## config.mk

```make
export PLATFORM = sky130hd
export DESIGN_NAME = op_stage_mp
export DESIGN_NICKNAME = d
export VERILOG_FILES = /design/src/rtl/p_hardisc.sv /design/src/rtl/op_fwd_sel.sv /design/src/rtl/op_stage_mp.sv
export SDC_FILE = /design/constraint.sdc
export NUM_CORES = 1
export LEC_CHECK = 0
export ABC_AREA = 1
export BUFFER_PORTS_ARGS = -buffer_cell sky130_fd_sc_hd__buf_2
export CAP_MARGIN = 10
export CORE_MARGIN = 8
export CORE_UTILIZATION = 54
export CTS_CLUSTER_DIAMETER = 60
export DETAILED_ROUTE_END_ITERATION = 8
export GPL_TIMING_DRIVEN = 0
export PLACE_DENSITY = 0.87
export REMOVE_ABC_BUFFERS = 1
export SLEW_MARGIN = 20
export SYNTH_ARGS = -nofsm -noshare
export SYNTH_HDL_FRONTEND = slang
export SYNTH_SLANG_ARGS = --single-unit
```

## constraint.sdc

```tcl
create_clock -name s_clk_i -period 5.3 [get_ports s_clk_i]
set_clock_uncertainty 0.2 [all_clocks]
set_input_delay 0.795 -clock s_clk_i [delete_from_list [all_inputs] [get_ports s_clk_i]]
set_output_delay 0.795 -clock s_clk_i [all_outputs]
set_load 0.02 [all_outputs]
```

## src/rtl/p_hardisc.sv

```systemverilog
// Shared types and default widths for the hardisc operand stage.
package p_hardisc;

  typedef logic [4:0] rf_add;

  localparam int XLEN_DEF = 32;
  localparam int NFWD_DEF = 2;

endpackage

```

## src/rtl/op_fwd_sel.sv

```systemverilog
// Single-operand source selector: immediate, x0, youngest forward, or RF.
module op_fwd_sel
  import p_hardisc::*;
#(
  parameter int XLEN     = XLEN_DEF,
  parameter int NFWD     = NFWD_DEF,
  parameter bit NEED_RDY = 1'b0
) (
  input  logic                 ruse_i,
  input  rf_add                rs_i,
  input  logic [XLEN-1:0]      imm_i,
  input  logic [XLEN-1:0]      rf_i,
  input  logic [NFWD*5-1:0]    fwd_rd_i,
  input  logic [NFWD-1:0]      fwd_we_i,
  input  logic [NFWD-1:0]      fwd_rdy_i,
  input  logic [NFWD*XLEN-1:0] fwd_val_i,
  output logic [XLEN-1:0]      val_o,
  output logic                 rdy_o
);

  always_comb begin
    val_o = rf_i;
    rdy_o = 1'b1;
    if (!ruse_i) begin
      val_o = imm_i;
    end else if (rs_i == '0) begin
      val_o = '0;
    end else begin
      // Walk oldest to youngest so the lowest index wins.
      for (int k = NFWD - 1; k >= 0; k--) begin
        if (fwd_we_i[k] && fwd_rd_i[k*5 +: 5] == rs_i &&
            (fwd_rdy_i[k] || !NEED_RDY)) begin
          val_o = fwd_val_i[k*XLEN +: XLEN];
          rdy_o = fwd_rdy_i[k];
        end
      end
    end
  end

endmodule

```

## src/rtl/op_stage_mp.sv

```systemverilog
// Operand fetch / forwarding stage with hazard bubbles and OPEX register.
module op_stage_mp
  import p_hardisc::*;
#(
  parameter int XLEN      = XLEN_DEF,
  parameter int NOPS      = 2,
  parameter int NFWD      = NFWD_DEF,
  parameter int PAYLOAD_W = 21,
  parameter int CNT_W     = 16
) (
  input  logic                   s_clk_i,
  input  logic                   s_reset_i,
  input  logic                   s_stall_i,
  input  logic                   s_flush_i,
  output logic                   s_stall_o,
  input  logic                   s_id_valid_i,
  input  logic [NOPS*5-1:0]      s_id_rs_i,
  input  logic [NOPS-1:0]        s_id_ruse_i,
  input  logic [NOPS*XLEN-1:0]   s_id_imm_i,
  input  logic [NOPS*XLEN-1:0]   s_rf_val_i,
  input  logic [4:0]             s_id_rd_i,
  input  logic [PAYLOAD_W-1:0]   s_id_payload_i,
  input  logic [NFWD*5-1:0]      s_fwd_rd_i,
  input  logic [NFWD-1:0]        s_fwd_we_i,
  input  logic [NFWD-1:0]        s_fwd_rdy_i,
  input  logic [NFWD*XLEN-1:0]   s_fwd_val_i,
  output logic                   s_ex_valid_o,
  output logic [NOPS*XLEN-1:0]   s_ex_op_o,
  output logic [4:0]             s_ex_rd_o,
  output logic [PAYLOAD_W-1:0]   s_ex_payload_o,
  output logic [CNT_W-1:0]       s_bubble_cnt_o
);

  localparam int OW = NOPS * XLEN;

  logic                 valid_q, valid_d;
  logic [OW-1:0]        op_q, op_d;
  rf_add                rd_q, rd_d;
  logic [PAYLOAD_W-1:0] pay_q, pay_d;
  logic [NOPS*5-1:0]    rs_q, rs_d;
  logic [NOPS-1:0]      ruse_q, ruse_d;
  logic [CNT_W-1:0]     cnt_q, cnt_d;

  logic [OW-1:0]        cap_op;
  logic [OW-1:0]        ref_val;
  logic [OW-1:0]        ref_op;
  logic [NOPS-1:0]      cap_rdy;
  logic [NOPS-1:0]      ref_rdy;
  logic                 hazard;
  logic                 clr;

  for (genvar j = 0; j < NOPS; j++) begin : g_op
    op_fwd_sel #(
      .XLEN(XLEN), .NFWD(NFWD), .NEED_RDY(1'b0)
    ) u_cap (
      .ruse_i   (s_id_ruse_i[j]),
      .rs_i     (s_id_rs_i[j*5 +: 5]),
      .imm_i    (s_id_imm_i[j*XLEN +: XLEN]),
      .rf_i     (s_rf_val_i[j*XLEN +: XLEN]),
      .fwd_rd_i (s_fwd_rd_i),
      .fwd_we_i (s_fwd_we_i),
      .fwd_rdy_i(s_fwd_rdy_i),
      .fwd_val_i(s_fwd_val_i),
      .val_o    (cap_op[j*XLEN +: XLEN]),
      .rdy_o    (cap_rdy[j])
    );

    // Held operands only pick up producers whose value is ready.
    op_fwd_sel #(
      .XLEN(XLEN), .NFWD(NFWD), .NEED_RDY(1'b1)
    ) u_ref (
      .ruse_i   (ruse_q[j]),
      .rs_i     (rs_q[j*5 +: 5]),
      .imm_i    (op_q[j*XLEN +: XLEN]),
      .rf_i     (op_q[j*XLEN +: XLEN]),
      .fwd_rd_i (s_fwd_rd_i),
      .fwd_we_i (s_fwd_we_i),
      .fwd_rdy_i(s_fwd_rdy_i),
      .fwd_val_i(s_fwd_val_i),
      .val_o    (ref_val[j*XLEN +: XLEN]),
      .rdy_o    (ref_rdy[j])
    );

    assign ref_op[j*XLEN +: XLEN] = ref_rdy[j] ?
      ref_val[j*XLEN +: XLEN] : op_q[j*XLEN +: XLEN];
  end

  assign hazard    = s_id_valid_i & ~(&cap_rdy);
  assign s_stall_o = hazard & ~s_flush_i;
  assign clr       = s_reset_i | s_flush_i | (~s_stall_i & hazard);

  always_comb begin
    valid_d = valid_q;
    op_d    = op_q;
    rd_d    = rd_q;
    pay_d   = pay_q;
    rs_d    = rs_q;
    ruse_d  = ruse_q;
    if (clr) begin
      valid_d = 1'b0;
      op_d    = '0;
      rd_d    = '0;
      pay_d   = '0;
      rs_d    = '0;
      ruse_d  = '0;
    end else if (s_stall_i) begin
      op_d    = ref_op;
    end else begin
      valid_d = s_id_valid_i;
      op_d    = cap_op;
      rd_d    = s_id_rd_i;
      pay_d   = s_id_payload_i;
      rs_d    = s_id_rs_i;
      ruse_d  = s_id_ruse_i;
    end
  end

  always_comb begin
    cnt_d = cnt_q;
    if (s_reset_i) begin
      cnt_d = '0;
    end else if (s_stall_o && cnt_q != '1) begin
      cnt_d = cnt_q + 1'b1;
    end
  end

  always_ff @(posedge s_clk_i) begin
    valid_q <= valid_d;
    op_q    <= op_d;
    rd_q    <= rd_d;
    pay_q   <= pay_d;
    rs_q    <= rs_d;
    ruse_q  <= ruse_d;
    cnt_q   <= cnt_d;
  end

  assign s_ex_valid_o   = valid_q;
  assign s_ex_op_o      = op_q;
  assign s_ex_rd_o      = rd_q;
  assign s_ex_payload_o = pay_q;
  assign s_bubble_cnt_o = cnt_q;

endmodule

```

==> results of run 1 <==
## where the power goes
group          internal (mW)  switching [mW]  leakage (nW)
clock network          0.712           0.503         0.289
registers              0.931          0.0211         0.970
logic                  0.259           0.429          5.59
## routing by layer
layer / global-route usage (%) / vias to the layer above / share of wire (%)
met5: 0 / - / 0
met2: 58.1 / 811 / 47
li1: - / 5804 / -
met3: 9.15 / 139 / 12
met4: 16.8 / 0 / 4.1
met1: 39.2 / 5360 / 37
## final timing paths
path	from	end	slack [ns]
max	s_fwd_rd_i[1]	s_ex_op_o[21]	1.11
min	s_ex_payload_o[19]	s_ex_payload_o[19]	0.31
max reg2reg	rs_q[2]	s_ex_op_o[21]	1.26
min reg2reg	s_ex_payload_o[19]	s_ex_payload_o[19]	0.31
## critical path: cells and delay by family
family,cells,cell delay [ns]
buffers and inverters,3,1.00
and+or+nand+nor,7,2.36
AOI/OAI and AO/OA,1,0.09
## cells in the mapped netlist (all sizes together)
cell	number	share of area, %
or2	33	2.2
nor2	363	15
dfxtp	119	26
clkbuf	56	2.3
o21ai	21	1.1
xor2	4	0.38
o21bai	2	0.16
nand2	512	21
o22ai	8	0.54
a21boi	28	2.4
inv	154	6.3
ha	1	0.14
buf	41	2.1
nand4	25	1.7
o211ai	51	4.2
nor4	2	0.14
a21oi	14	0.76
xnor2	3	0.29
nor3	13	0.76
nand3	179	9.8
mux2i	26	2.8
a22oi	1	0.082
clkinv	2	0.082
## state kept, by name, indices dropped and copies added, names as in the netlist
name	cells
s_ex_op_o	64
ruse_q	2
rs_q	10
s_ex_rd_o	5
s_bubble_cnt_o	16
s_ex_valid_o	1
s_ex_payload_o	21
## cell type report
cell class	count	area, um2
diodes	4	10.0
inverters	156	586
multi-input cells	1286	5930
repair buffers	369	2070
clock inverters	15	180
well taps	220	275
flip-flops and latches	119	2380
clock buffers	17	425
fillers	1468	4780
## per-stage QoR
step	hold WS [ns]	instances	util (%)	total power, mW
finish	0.308	2186	71.3	2.86
global route	0.331	2185	71.3	2.98
CTS	0.307	2182	71.1	2.85
detailed placement	0.292	2150	67.5	1.64
global placement	0.283	2137	65.2	1.61
floorplan	0.271	1561	-	1.34
## logic make-up (layout without fill, tap and decap cells)
kind of cell | count (synthesis) | in the layout | share of synthesized area [%]
AO/OA/AOI/OAI | 125 | 125 | 9.26
XOR/XNOR | 7 | 7 | 0.666
adder cells (fa/ha/maj) | 1 | 1 | 0.136
buffers and inverters | 253 | 557 | 10.8
flip-flops | 119 | 119 | 25.9
multiplexers | 26 | 26 | 2.83
other | 0 | 4 | 0
AND/OR/NAND/NOR | 1127 | 1127 | 50.4
==> out/qor.yml, run 1 <==
outcome:
  outcome: "finished clean"
job:
  drv_cap: 0
clock_tree:
  clk_latency_ns: 0.42
  cts_tree: "built"
  hold_buffers: 0
  cts_resized: 0
  cts.clk_slew.worst_paths_ns: 0.06
  ctsHtreeMaxLevel: 4
  cts.sinks: 119
  cts-buffers-inserted: 17
  clock_path_buffers: 2
  clockRootBuffer: "clkbuf_16"
  cts_setup_buffers: 0
die:
  start_util_pct: 55.3
  die_w_um: 147
  die_y_um: 147
  io_pins: 357
  core_area_mm2: 0.0166
  die_area_mm2: 0.0215
  rows: 47
hold_path:
  hp-class: "flip-flop to flip-flop"
  min_path_cells: 2
place:
  gp_congestion: 0.920
  post-place-ws_ns: 0.345
  dp_hpwl_mm: 27.0
  io_buffers: 356
  dpl_cell_area_mm2: 0.0112
detailed_routing:
  routed_wl_mm: 38.3
  via_per_inst: 5.54
  ant_nets: 0
  wl_per_cell_um: 17.5
  vias: 12100
  drt_iter0_drc: 1085
  drc: 0
  dr.pass1.iters: 6
pwr:
  leakagePower_nw: 6.85
  ir_worst_vdd_mv: 0.250
  p_per_area_mw_per_mm2: 241
setup_path:
  crit_fanout: 64
  end_kind: "flip-flop"
  critPathSlowestCell: "nand3_4"
  critPathMostFrequentCell: "nor2_1"
  crit_type: "primary input to flip-flop"
  start_kind: "primary input"
  critical_path.max_stage_delay_ns: 0.79
  arrival_ns: 4.31
  worstPathRequired_ns: 5.42
  path_cells: "buf_2 > inv_2 > o22ai_1 > nor2_1 > nand3_4 > nand3_1 > nand2_1 > inv_2 > nand3_1 > nor2_1 > nor2_1"
  reg2reg_depth: 10
synthesis:
  synth-seq-area-share_pct: 25.9
  netlist_area_mm2: 0.00920
  avgSynthCellArea_um2: 5.55
  yosysWarnings: 0
  ys_types: 35
  synth_seq_cells: 119
  synth_cells: 1658
timing:
  finalSetupViolCount: 0
  tightestPinTransition_ns: 1.06
  final.period_utilization_pct: 79.1
  finalSetupTns_ns: 0
  max_slew_margin_pct: 29.1
  rsz0062_at_grt: "false"
  setup_slack_ns: 1.11
  timing_hold_violations_final: 0
  fmax_mhz: 239
  final_max_slew_viol_count: 0
  period_minus_slack_ns: 4.19
grt:
  grt_pass1_vias: 11400
  antenna_found_initial: 3
  grt_overflow: 0
  groute.usage.overall_pct: 34.2
  grt_pass1_wl_mm: 59.9
  grt_max_degree: 66
finish:
  layout_commonest_cell: "nand2_1"
  layout_common_cells: "nand2_1, nor2_1, buf_2, nand3_1, inv_1"
  drive_gt1_share_pct: 23.5
  fin_nets: 2199
  syn_to_final_growth_pct: 28.9
  stdcell_area_mm2: 0.0119
Power figures use the tool's default switching activity.
==> inputs of run 2 (changes only) <==
CORE_UTILIZATION = 46   (was 54)
PLACE_DENSITY = 0.79   (was 0.87)
clock period = 3.4 ns   (was 5.3 ns; I/O delays follow)
==> run 2 against run 1 <==
Against the previous run: sequential power rose by 55%; critical path depth fell by 1; utilization fell by 10 points; global-route usage fell by 4.4 points; cell count rose by 2.0%; clock power rose by 48%; routed wire length barely moved; sequential share of layout area fell by 0.18 points; register-to-register slack got worse by 1.1 ns; design area rose by 0.91%; largest power group unchanged.
==> out/qor.yml, run 2 (synthesis results as in run 1) <==
outcome:
  outcome: "finished clean"
detailed_routing:
  routed_wl_mm: 38.2  # about the same
  drt_iter0_drc: 861  # -21%
  dr.pass1.iters: 8  # +2
  ant_nets: 0  # unchanged
  wl_per_cell_um: 17.2  # -2.0%
  via_per_inst: 5.35  # -3.4%
  drc: 0  # unchanged
  vias: 11900  # -1.5%
setup_path:
  path_depth: 10  # -1
  worstPathRequired_ns: 3.50  # -1.92 ns
  endpoint: "s_ex_op_o[22]"
  reg2reg_to: "s_ex_op_o[22]"
  critical_path.max_stage_delay_ns: 0.56  # -0.23 ns
  path_delay_family: "simple AND/OR/NAND/NOR gates"
  cp_num_buf_inv: 2  # -1
  critPathLaunch: "rs_q[2]"
  critPathSlowestCell: "nor2_2"
  reg2reg_depth: 10  # unchanged
  arrival_ns: 3.33  # -0.98 ns
  end_kind: "flip-flop"
  r2r-start: "rs_q[2]"
  path_cells: "inv_1 > o22ai_1 > nor2_2 > nand3_4 > nand3_1 > nand2_1 > inv_4 > nand2_1 > nor2_1 > nor2_1"
  crit_type: "flip-flop to flip-flop"
  rrSetupSlack_ns: 0.17  # -1.09 ns
  crit_fanout: 64  # unchanged
  start_kind: "flip-flop"
place:
  io_buffers: 356  # unchanged
  dp_hpwl_mm: 27.3  # +0.82%
  gp_congestion: 0.960  # +4.4%
pwr:
  ir_worst_vdd_mv: 0.334  # +33%
  leakagePower_nw: 6.87  # +0.29%
  p_per_area_mw_per_mm2: 365  # +52%
finish:
  fin_nets: 2201  # +0.091%
  ff_latch_area_mm2: 0.00238  # unchanged
  drive_gt1_share_pct: 23.7  # +0.19 points
  largest_reg_flops: 64  # unchanged
  multi_input_area_mm2: 0.00598  # +0.84%
  syn_to_final_growth_pct: 30.1
  num-fill-cells: 1944  # +32%
  utilization_pct: 61.3  # -10 points
  layout_commonest_cell: "nand2_1"
  layout_common_cells: "nand2_1, nor2_1, buf_2, nand3_1, inv_1"
timing:
  timing_hold_violations_final: 0  # unchanged
  fmax_mhz: 310
  final_max_slew_viol_count: 0  # unchanged
  rsz0062_at_grt: "false"
  finalSetupViolCount: 0  # unchanged
  max_slew_margin_pct: 38.3  # +9.1 points
  tightestPinTransition_ns: 0.925  # -0.137 ns
  final.period_utilization_pct: 94.9
  holdWs_ns: 0.135  # -0.173 ns
  period_minus_slack_ns: 3.23
die:
  start_util_pct: 47.1  # -8.2 points
  die_area_mm2: 0.0248  # +15%
  core_area_mm2: 0.0195  # +17%
  rows: 51  # +8.5%
  io_pins: 357  # unchanged
  die_w_um: 157  # +7.4%
  die_y_um: 157  # +7.4%
grt:
  grt_overflow: 0  # unchanged
  grt_pass1_vias: 11400  # -0.11%
  grt_pass1_wl_mm: 58.9  # -1.6%
  antenna_found_initial: 2  # -1
  grt_max_degree: 65  # -1.5%
  groute.usage.overall_pct: 29.8  # -4.4 points
hold_path:
  hp-class: "primary input to flip-flop"
  min_from: "s_id_rd_i[2]"
clock_tree:
  clock_path_buffers: 2  # unchanged
  cts_tree: "built"
  cts-buffers-inserted: 17  # unchanged
  hold_buffers: 0  # unchanged
  cts.clk_slew.worst_paths_ns: 0.06  # about the same
  ctsHtreeMaxLevel: 4  # unchanged
  cts.sinks: 119  # unchanged
  clk_latency_ns: 0.41  # about the same
  clockRootBuffer: "clkbuf_16"
job:
  drv_cap: 0  # unchanged
-- run 2: cell types whose count changed in the layout (fill, tap and decap cells not counted), sizes merged --
cell      previous run  this run
clkinv               3         9
clkinvlp             3         2
inv                163       157
nand3              179       180
buf                369       370
diode                4         1
-- run 2: power breakdown --
part | switching [mW] | leakage [nW] | internal [mW] | total [mW]
Combinational | 0.673 | 5.62 | 0.410 | 1.08
Clock | 0.726 | 0.280 | 1.08 | 1.81
Sequential | 0.0305 | 0.970 | 1.45 | 1.48
Total | 1.43 | 6.87 | 2.94 | 4.37
-- run 2: routing by layer --
metal  global-route usage [%]  routed length, um
met5                        0                  8
met3                     7.02               4280
met4                     14.1               1460
met2                     50.3              17900
met1                     35.0              14600
-- run 2: worst min path at each step --
stage          depth (start not counted)                 to  slack, ns
3_3_place_gp                           2       s_ex_valid_o       0.28
6_report                               3       s_ex_rd_o[2]       0.13
3_5_place_dp                           2  s_ex_payload_o[6]       0.29
2_1_floorplan                          2          ruse_q[1]       0.27
4_1_cts                                3  s_ex_payload_o[6]       0.12
5_1_grt                                3       s_ex_rd_o[1]       0.13
-- run 2: per-stage QoR --
stage / setup TNS [ns] / worst slack (ns) / instance area, um2 / total power, mW / std cells
2_1_floorplan: -71.85 / -0.914 / 8790 / 2.09 / 1561
3_3_place_gp: -331.96 / -3.35 / 10900 / 2.51 / 2182
3_5_place_dp: -49.24 / -0.919 / 11300 / 2.57 / 2194
4_1_cts: 0 / 0.00249 / 11900 / 4.38 / 2226
5_1_grt: 0 / 0.0655 / 12000 / 4.58 / 2229
6_report: 0 / 0.173 / 12000 / 4.37 / 2229
-- run 2: worst min-delay path: stages --
cell and delay [ns]:
buf_2 0.07, mux2i_1 0.05, nor2_1 0.08
-- run 2: what timing repair did --
action,in CTS,in global routing
hold endpoints to repair,0,0
cloned,1,0
resized for setup,5,5
endpoints found under the setup margin,64,104
setup buffers,0,2
pin swaps,1,2
-- run 2: area by class of cell --
cell class                 instances  area share, %
sequential                       119           19.9
clock buffer                      17           3.55
tap                              265           2.77
multi-input combinational       1287           50.0
timing repair buffer             370           17.6
clock inverter                    14           1.26
inverter                         156           4.91
antenna                            1         0.0209
